### config.mk
export PLATFORM = sky130hd
export DESIGN_NAME = frac_div_scheduler
export DESIGN_NICKNAME = d
export VERILOG_FILES = /design/src/rtl/frac_div_scheduler.sv
export SDC_FILE = /design/constraint.sdc
export NUM_CORES = 1
export LEC_CHECK = 0
export CAP_MARGIN = 20
export CORE_MARGIN = 1.5
export CORE_UTILIZATION = 40
export DETAILED_ROUTE_END_ITERATION = 8
export PLACE_DENSITY_LB_ADDON = 0.2
export SLEW_MARGIN = 20
export SYNTH_ARGS = -nofsm -noshare
export SYNTH_HDL_FRONTEND = slang
export SYNTH_SLANG_ARGS = --single-unit
### constraint.sdc
create_clock -name clk -period 18.7 [get_ports clk]
set_input_delay 5.61 -clock clk [delete_from_list [all_inputs] [get_ports clk]]
set_output_delay 5.61 -clock clk [all_outputs]
set_load 0.05 [all_outputs]
### src/rtl/frac_div_scheduler.sv
// -----------------------------------------------------------------------------
// frac_div_scheduler
//   Sequencing controller for a fractional clock divider. Each output period
//   is either N or N+1 input cycles long. A first-order NUM/DEN phase
//   accumulator chooses between them, so the long-run divide ratio is
//   N + NUM/DEN. New ratios arrive through a valid/ready port, wait in a
//   shadow slot and are applied only at period boundaries (or while idle),
//   so the divided clock never glitches.
//
// Ports
//   clk, rst          system clock, asynchronous active-low reset
//   enable            level-sensitive run request
//   cfg_valid/ready   config handshake; ready means the shadow slot is empty
//   cfg_int           integer divide N (must be >= 2)
//   cfg_num, cfg_den  fractional part; den = 0 selects a pure integer divide
//   cfg_err           one-cycle pulse when an offered config is rejected
//   div_clk           divided clock, high for the first floor(L/2) cycles
//   div_pulse         one-cycle pulse on the first cycle of every period
//   seg_long          current period is N+1 cycles long
//   busy              controller is not idle
//   period_cnt        completed periods since reset
//
// Optional feature macro: FRAC_DIV_PERIOD_CNT_EN
//   defined   -> period_cnt counts completed periods (wraps at 2^32)
//   undefined -> period_cnt is tied to zero and the counter is absent
// -----------------------------------------------------------------------------
module frac_div_scheduler #(
  parameter int CNT_W = 8,
  parameter int ACC_W = 8
) (
  input  logic             clk,
  input  logic             rst,
  input  logic             enable,
  input  logic             cfg_valid,
  output logic             cfg_ready,
  input  logic [CNT_W-1:0] cfg_int,
  input  logic [ACC_W-1:0] cfg_num,
  input  logic [ACC_W-1:0] cfg_den,
  output logic             cfg_err,
  output logic             div_clk,
  output logic             div_pulse,
  output logic             seg_long,
  output logic             busy,
  output logic [31:0]      period_cnt
);

  typedef enum logic [1:0] {
    ST_IDLE = 2'd0,
    ST_LOAD = 2'd1,
    ST_RUN  = 2'd2
  } state_t;

  localparam logic [CNT_W:0]   LEN_ONE  = {{CNT_W{1'b0}}, 1'b1};
  localparam logic [CNT_W-1:0] CNT_ONE  = {{(CNT_W-1){1'b0}}, 1'b1};
  localparam logic [CNT_W-1:0] CNT_ZERO = {CNT_W{1'b0}};
  localparam logic [CNT_W-1:0] INT_MIN  = {{(CNT_W-2){1'b0}}, 2'b10};
  localparam logic [ACC_W-1:0] ACC_ZERO = {ACC_W{1'b0}};

  state_t           state_r, state_nx_s;
  logic [CNT_W-1:0] cnt_r, cnt_nx_s;
  logic [CNT_W:0]   len_r, len_nx_s;
  logic [ACC_W-1:0] acc_r, acc_nx_s;

  logic [CNT_W-1:0] act_int_r;
  logic [ACC_W-1:0] act_num_r, act_den_r;
  logic             sh_full_r;
  logic [CNT_W-1:0] sh_int_r;
  logic [ACC_W-1:0] sh_num_r, sh_den_r;

  logic cfg_err_r, div_clk_r, div_pulse_r, seg_long_r, busy_r;

  logic             xfer_s, cfg_bad_s, boundary_s, apply_s, start_s;
  logic [CNT_W-1:0] eff_int_s;
  logic [ACC_W-1:0] eff_num_s, eff_den_s, eff_acc_s, acc_start_s;
  logic [ACC_W:0]   sum_s;
  logic             long_s, long_nx_s;
  logic [CNT_W:0]   len_start_s;
  logic             div_clk_nx_s, div_pulse_nx_s, seg_long_nx_s, busy_nx_s;

  // Config handshake decode: a transfer happens whenever the slot is empty.
  always_comb begin
    xfer_s    = cfg_valid & ~sh_full_r;
    cfg_bad_s = (cfg_int < INT_MIN) |
                ((cfg_den != ACC_ZERO) & (cfg_num >= cfg_den));
  end

  // Last cycle of a running period.
  always_comb begin
    boundary_s = (state_r == ST_RUN) && ({1'b0, cnt_r} == (len_r - LEN_ONE));
  end

  // State register.
  always_ff @(posedge clk or negedge rst) begin
    if (!rst) begin
      state_r <= ST_IDLE;
    end else begin
      state_r <= state_nx_s;
    end
  end

  // Next-state logic.
  always_comb begin
    state_nx_s = state_r;
    case (state_r)
      ST_IDLE: begin
        if (enable) begin
          state_nx_s = ST_LOAD;
        end else begin
          state_nx_s = ST_IDLE;
        end
      end
      ST_LOAD: state_nx_s = ST_RUN;
      ST_RUN: begin
        if (boundary_s && !enable) begin
          state_nx_s = ST_IDLE;
        end else begin
          state_nx_s = ST_RUN;
        end
      end
      default: state_nx_s = ST_IDLE;
    endcase
  end

  // Period-start arithmetic. The shadow only reaches the datapath through
  // apply_s, which looks at the registered slot, so a config accepted in a
  // boundary cycle waits for the following boundary.
  always_comb begin
    apply_s = sh_full_r & ((state_r != ST_RUN) | boundary_s);
    start_s = (state_r == ST_LOAD) | (boundary_s & enable);
    if (apply_s) begin
      eff_int_s = sh_int_r;
      eff_num_s = sh_num_r;
      eff_den_s = sh_den_r;
    end else begin
      eff_int_s = act_int_r;
      eff_num_s = act_num_r;
      eff_den_s = act_den_r;
    end
    if (apply_s || (state_r == ST_LOAD)) begin
      eff_acc_s = ACC_ZERO;
    end else begin
      eff_acc_s = acc_r;
    end
    // One extra bit so acc + NUM never wraps before the compare.
    sum_s  = {1'b0, eff_acc_s} + {1'b0, eff_num_s};
    long_s = (eff_den_s != ACC_ZERO) && (sum_s >= {1'b0, eff_den_s});
    if (eff_den_s == ACC_ZERO) begin
      acc_start_s = eff_acc_s;
    end else if (long_s) begin
      acc_start_s = ACC_W'(sum_s - {1'b0, eff_den_s});
    end else begin
      acc_start_s = ACC_W'(sum_s);
    end
    if (long_s) begin
      len_start_s = {1'b0, eff_int_s} + LEN_ONE;
    end else begin
      len_start_s = {1'b0, eff_int_s};
    end
  end

  // Counter, length and accumulator next values.
  always_comb begin
    cnt_nx_s  = cnt_r;
    len_nx_s  = len_r;
    acc_nx_s  = acc_r;
    long_nx_s = seg_long_r;
    if (start_s) begin
      cnt_nx_s  = CNT_ZERO;
      len_nx_s  = len_start_s;
      acc_nx_s  = acc_start_s;
      long_nx_s = long_s;
    end else if (state_nx_s == ST_RUN) begin
      cnt_nx_s = cnt_r + CNT_ONE;
    end else begin
      cnt_nx_s  = CNT_ZERO;
      long_nx_s = 1'b0;
      if (apply_s) begin
        acc_nx_s = ACC_ZERO;
      end else begin
        acc_nx_s = acc_r;
      end
    end
  end

  // Output decode, computed from next-state values so the registered outputs
  // line up with the cycle they describe.
  always_comb begin
    busy_nx_s      = (state_nx_s != ST_IDLE);
    div_pulse_nx_s = start_s;
    div_clk_nx_s   = (state_nx_s == ST_RUN) &&
                     ({1'b0, cnt_nx_s} < {1'b0, len_nx_s[CNT_W:1]});
    if (state_nx_s == ST_RUN) begin
      seg_long_nx_s = long_nx_s;
    end else begin
      seg_long_nx_s = 1'b0;
    end
  end

  // Datapath registers.
  always_ff @(posedge clk or negedge rst) begin
    if (!rst) begin
      cnt_r <= CNT_ZERO;
      len_r <= {(CNT_W+1){1'b0}};
      acc_r <= ACC_ZERO;
    end else begin
      cnt_r <= cnt_nx_s;
      len_r <= len_nx_s;
      acc_r <= acc_nx_s;
    end
  end

  // Shadow slot and active ratio.
  always_ff @(posedge clk or negedge rst) begin
    if (!rst) begin
      sh_full_r <= 1'b0;
      sh_int_r  <= CNT_ZERO;
      sh_num_r  <= ACC_ZERO;
      sh_den_r  <= ACC_ZERO;
      act_int_r <= INT_MIN;
      act_num_r <= ACC_ZERO;
      act_den_r <= ACC_ZERO;
    end else begin
      if (apply_s) begin
        sh_full_r <= 1'b0;
        act_int_r <= sh_int_r;
        act_num_r <= sh_num_r;
        act_den_r <= sh_den_r;
      end else if (xfer_s && !cfg_bad_s) begin
        sh_full_r <= 1'b1;
        sh_int_r  <= cfg_int;
        sh_num_r  <= cfg_num;
        sh_den_r  <= cfg_den;
      end
    end
  end

  // Output registers.
  always_ff @(posedge clk or negedge rst) begin
    if (!rst) begin
      cfg_err_r   <= 1'b0;
      div_clk_r   <= 1'b0;
      div_pulse_r <= 1'b0;
      seg_long_r  <= 1'b0;
      busy_r      <= 1'b0;
    end else begin
      cfg_err_r   <= xfer_s & cfg_bad_s;
      div_clk_r   <= div_clk_nx_s;
      div_pulse_r <= div_pulse_nx_s;
      seg_long_r  <= seg_long_nx_s;
      busy_r      <= busy_nx_s;
    end
  end

  assign cfg_ready = ~sh_full_r;
  assign cfg_err   = cfg_err_r;
  assign div_clk   = div_clk_r;
  assign div_pulse = div_pulse_r;
  assign seg_long  = seg_long_r;
  assign busy      = busy_r;

`ifdef FRAC_DIV_PERIOD_CNT_EN
  logic [31:0] period_cnt_r;

  // Completed-period counter; wraps naturally at 2^32.
  always_ff @(posedge clk or negedge rst) begin
    if (!rst) begin
      period_cnt_r <= 32'd0;
    end else if (boundary_s) begin
      period_cnt_r <= period_cnt_r + 32'd1;
    end else begin
      period_cnt_r <= period_cnt_r;
    end
  end

  assign period_cnt = period_cnt_r;
`else
  assign period_cnt = 32'd0;
`endif

endmodule
==> flow_summary.ini, run 1 <==
[critical_path]
cp-end-kind = register
cp.arrival_ns = 8.96
slowest_delay_ns = 0.76
cp_max_fo = 41
worst_path_dominant_cell_family = compound AO/OA/AOI/OAI gates
crit_required_ns = 18.94
r2r_cells = 30
r2r_slack_ns = 9.98
startpoint_type = register
cpMaxStageDelayCell = a2111oi_0
path_depth = 30
cpMostUsedCell = ha_1
path_buf_inv = 1
path_class = reg2reg

[routing]
drc_errors = 0
wl_per_cell_um = 15.7
drt_iter0_drc = 233
dr.pass1.iters = 4
vias_per_cell = 5.33
ant_nets = 0
wirelength_mm = 11.7
vias = 3989

[logic_synthesis]
synth_top_family_by_area = simple AND/OR/NAND/NOR gates
avgSynthCellArea_um2 = 9.96
synth_compound_area_frac = 0.136
ys_ff_latch = 81
synth-adder-area-share = 0.0822
yosysWarnings = 0
synthesis.instances = 538
synthXorXnorAreaFrac = 0.0572
synth_cell_type_count = 70
synthFlopType = dfrtp_1
syn_area_um2 = 5360
synthSimpleGateAreaFrac = 0.142
synth_mux_area_frac = 0.118
synth_edf_count = 0
synth-async-reset-ratio = 1.00
ys_seq_area_frac = 0.379

[hold_path]
hold_class = reg2reg
hold_depth = 1

[sta]
tightest_slew_ns = 0.840
setup_viol = 0
rsz0062_at_grt = false
period_share = 0.466
finalHoldViolations = 0
drv_slew = 0
min_period_ns = 8.72
skew_ns = 0.00672
fmax_mhz = 115
finalSetupTns_ns = 0
relSlewSlack = 0.425

[layout]
final_cell_mix = 80 x dfrtp_1, 37 x nor2_1, 34 x inv_1, 34 x mux2_2
area_growth_syn_to_layout_pct = 12.5
layout.nets = 630
n_fill_cell = 1291
antenna_cells = 0
final_common_cell = dfrtp_1
drive_gt1_frac = 0.119

[global_route]
grt_max_degree = 82
grt_antenna_before_repair = 0
grt-ovfl-total = 0
first_global_vias = 4015
grt_pass1_wl_mm = 20.4
grt_usage = 0.182

[floorplan]
ioPinCount = 66
fp.coreArea_um2 = 13100
die_area_um2 = 14100
fp-row-count = 42
initial_core_util = 0.408
die_x_um = 119
die_y_um = 119

[run_status]
status = finished, final reports clean

[cts]
clkLatencyLatePin_ns = 0.34
cts_buffers = 9
cts_root_buf = clkbuf_16
clock_path_buffers = 2
postCtsHoldBufs = 0
cts_sinks = 81
postCtsSetupRepairBufs = 0
cts_tree = yes
path_clk_slew_ns = 0.06
ctsHtreeMaxLevel = 3
cts_resized = 0

[placement]
gp_congestion = 0.848
port_buffers = 33
post-dp-hpwl_mm = 8.92

[job]
cap_violations = 0
## cells in the mapped netlist, drive strengths merged, types with 3 or more instances
cell type,instances,area (µm²)
nand2,31,116
inv,34,128
a21o,17,135
nor4,11,75.1
a211oi,4,30.0
xor2,15,131
clkbuf,8,30.0
a22o,8,70.1
mux2i,23,234
nor3b,3,22.5
or2,4,25.0
and3,14,92.6
nand2b,7,43.8
buf,39,293
nand4,5,31.3
nor2,37,139
a21oi,28,140
o211a,3,30.0
or4,3,22.5
o21ai,14,70.1
xnor2,20,175
ha,32,400
nor2b,4,25.0
mux2,35,398
nor3,5,25.0
nand3,12,60.1
and2,5,31.3
dfrtp,80,2000
## final timing paths
path / from / to
max in group asynchronous: rst / seg_long$_DFFE_PN0P_
max reg2reg: len_r[0]$_DFFE_PN0N_ / div_clk$_DFF_PN0_
min: state_r[1]$_DFF_PN0_ / state_r[0]$_DFF_PN0_
min in group asynchronous: rst / sh_den_r[7]$_DFFE_PN0P_
min reg2reg: state_r[1]$_DFF_PN0_ / state_r[0]$_DFF_PN0_
max: len_r[0]$_DFFE_PN0N_ / div_clk$_DFF_PN0_
## registers in the layout, summed over array words and instances, names as in the netlist
| signal | cells |
|---|---|
| sh_int_r | 8 |
| cnt_r | 8 |
| busy | 1 |
| div_clk | 1 |
| acc_r | 8 |
| sh_full_r | 1 |
| cfg_err | 1 |
| act_den_r | 8 |
| div_pulse | 1 |
| len_r | 9 |
| seg_long | 1 |
| sh_num_r | 8 |
| act_num_r | 8 |
| sh_den_r | 8 |
| act_int_r | 8 |
| state_r | 2 |
## layout make-up
type                       instances  area [µm²]  area share
timing repair buffer              35         347      0.0575
sequential                        81        2030       0.337
tap                              176         220      0.0366
inverter                          35         131      0.0218
multi-input combinational        406        3000       0.497
clock inverter                     7        77.6      0.0129
clock buffer                       9         225      0.0374
## kinds of logic after synthesis
family                   Yosys count
multiplexers                      58
XOR/XNOR                          35
other                              1
flip-flops                        81
AND/OR/NAND/NOR                  145
buffers and inverters             82
AO/OA/AOI/OAI                    102
adder cells (fa/ha/maj)           34
## routing by layer
layer  share of wire  track usage
met1            0.49        0.260
met2            0.44        0.282
met3           0.051       0.0261
met4           0.016       0.0633
met5               0            0
## per-stage QoR
| step | area, µm² | util | hold slack [ns] | setup WS, ns | cells |
|---|---|---|---|---|---|
| after CTS | 6020 | 0.458 | 0.460 | 10.01 | 749 |
| after detailed placement | 5720 | 0.435 | 0.452 | 9.86 | 733 |
| after global placement | 5720 | 0.435 | 0.431 | 9.89 | 733 |
| after global routing | 6020 | 0.459 | 0.483 | 9.38 | 749 |
| final | 6020 | 0.459 | 0.458 | 9.98 | 749 |
| after floorplan | 5470 | - | 0.422 | 9.97 | 569 |
Power of run 1 is left out: the tool's default activity adds up to more than one toggle a clock period on the data nets, which glitch-free logic cannot reach.
==> inputs of run 2 (changes only) <==
- clock period: 18.7 -> 7.5 ns (I/O delays scaled with it)
==> run 2 against run 1 <==
Effect of this change: cell area rose by 3.1%; die area is the same; hold slack better by 0.0070 ns; sequential share of layout area shrank 1.0 points; wire length is 3.1% higher; clock skew increased by 0.00056 ns; fmax is 23% higher; critical path type unchanged; largest cell class unchanged.
==> flow_summary.ini, run 2 (synthesis results as in run 1) <==
[floorplan]
initial_core_util = 0.408
ioPinCount = 66
die_x_um = 119
fp-row-count = 42
die_y_um = 119
fp.coreArea_um2 = 13100
die_area_um2 = 14100

[global_route]
grt_usage = 0.184
grt-ovfl-total = 0
grt_antenna_before_repair = 0
grt_pass1_wl_mm = 20.2
first_global_vias = 3913
grt_max_degree = 82

[cts]
cts_sinks = 81
clock_path_buffers = 2
path_clk_slew_ns = 0.06
cts_buffers = 9
cts_root_buf = clkbuf_16
ctsHtreeMaxLevel = 3
clkLatencyLatePin_ns = 0.35
cts_tree = yes

[sta]
finalSetupTns_ns = 0
rsz0062_at_grt = false
tightest_slew_ns = 0.765
min_period_ns = 7.10
skew_ns = 0.00728
finalHoldViolations = 0
period_share = 0.946
setup_viol = 0
fmax_mhz = 141
relSlewSlack = 0.490
drv_slew = 0

[critical_path]
worst_path_dominant_cell_family = compound AO/OA/AOI/OAI gates
cp_max_fo = 36
cp.arrival_ns = 7.35
cpMostUsedCell = ha_1
cpMaxStageDelayCell = or4_1
crit_required_ns = 7.75
path_class = reg2reg
startpoint_type = register
path_buf_inv = 2
cp-end-kind = register
timing.rr.start = len_r[0]$_DFFE_PN0N_
slowest_delay_ns = 0.57
startpoint = len_r[0]$_DFFE_PN0N_

[layout]
largest_register_ff_count = 9
final_cell_mix = 80 x dfrtp_1, 37 x nor2_1, 34 x inv_1, 34 x mux2_2
antenna_cells = 0
drive_gt1_frac = 0.150
regMostFlops = len_r
layout.nets = 638
area_growth_syn_to_layout_pct = 16.0
final_common_cell = dfrtp_1

[routing]
wl_per_cell_um = 16.0
ant_nets = 0
drt_iter0_drc = 201
dr.pass1.iters = 4
drc_errors = 0
vias = 3953
vias_per_cell = 5.22
wirelength_mm = 12.1

[run_status]
status = finished, final reports clean

[hold_path]
hold_class = reg2reg
hp-start = state_r[1]$_DFF_PN0_

[placement]
post-dp-hpwl_mm = 9.15
gp_congestion = 0.888
port_buffers = 33

[job]
cap_violations = 0
[run 2: worst paths after layout]
kind	end	slack, ns	depth (start not counted)
hold / removal	state_r[0]$_DFF_PN0_	0.47	1
min in group asynchronous	sh_num_r[7]$_DFFE_PN0P_	1.94	1
setup / recovery	div_clk$_DFF_PN0_	0.40	28
setup reg to reg	div_clk$_DFF_PN0_	0.40	28
hold reg to reg	state_r[0]$_DFF_PN0_	0.47	1
max in group asynchronous	len_r[3]$_DFF_PN0_	5.02	1
[run 2: metal layers]
metal | track usage | vias up | routed length, µm
met5 | 0 | - | 0
met2 | 0.270 | 113 | 5230
met1 | 0.267 | 1887 | 6060
met4 | 0.0866 | 0 | 249
met3 | 0.0265 | 18 | 564
li1 | - | 1935 | -
[run 2: area by class of cell]
| type | count | area [µm²] |
|---|---|---|
| Clock buffer | 12 | 267 |
| Inverter | 35 | 131 |
| Timing Repair Buffer | 43 | 414 |
| Clock inverter | 4 | 73.8 |
| Sequential cell | 81 | 2030 |
| Multi-Input combinational cell | 406 | 3080 |
| Fill cell | 1237 | 6930 |
| Tap cell | 176 | 220 |
[run 2: repair_timing]
action                                 in CTS  in global routing
setup endpoints to repair                   0                  1
hold buffers                                0                  0
setup buffers                               0                  2
endpoints found under the hold margin       0                  0
resized for setup                           0                 15
[run 2: stage by stage]
step	setup WS (ns)	util	area, µm²	hold slack [ns]	std cells
3_3_place_gp	0.139	0.439	5770	0.430	739
2_1_floorplan	0.0821	-	5480	0.422	569
6_report	0.402	0.473	6210	0.465	757
4_1_cts	0.0313	0.465	6110	0.468	755
3_5_place_dp	0.0761	0.439	5770	0.453	739
5_1_grt	0.0150	0.473	6210	0.501	757
Power of run 2 is left out for the same reason.
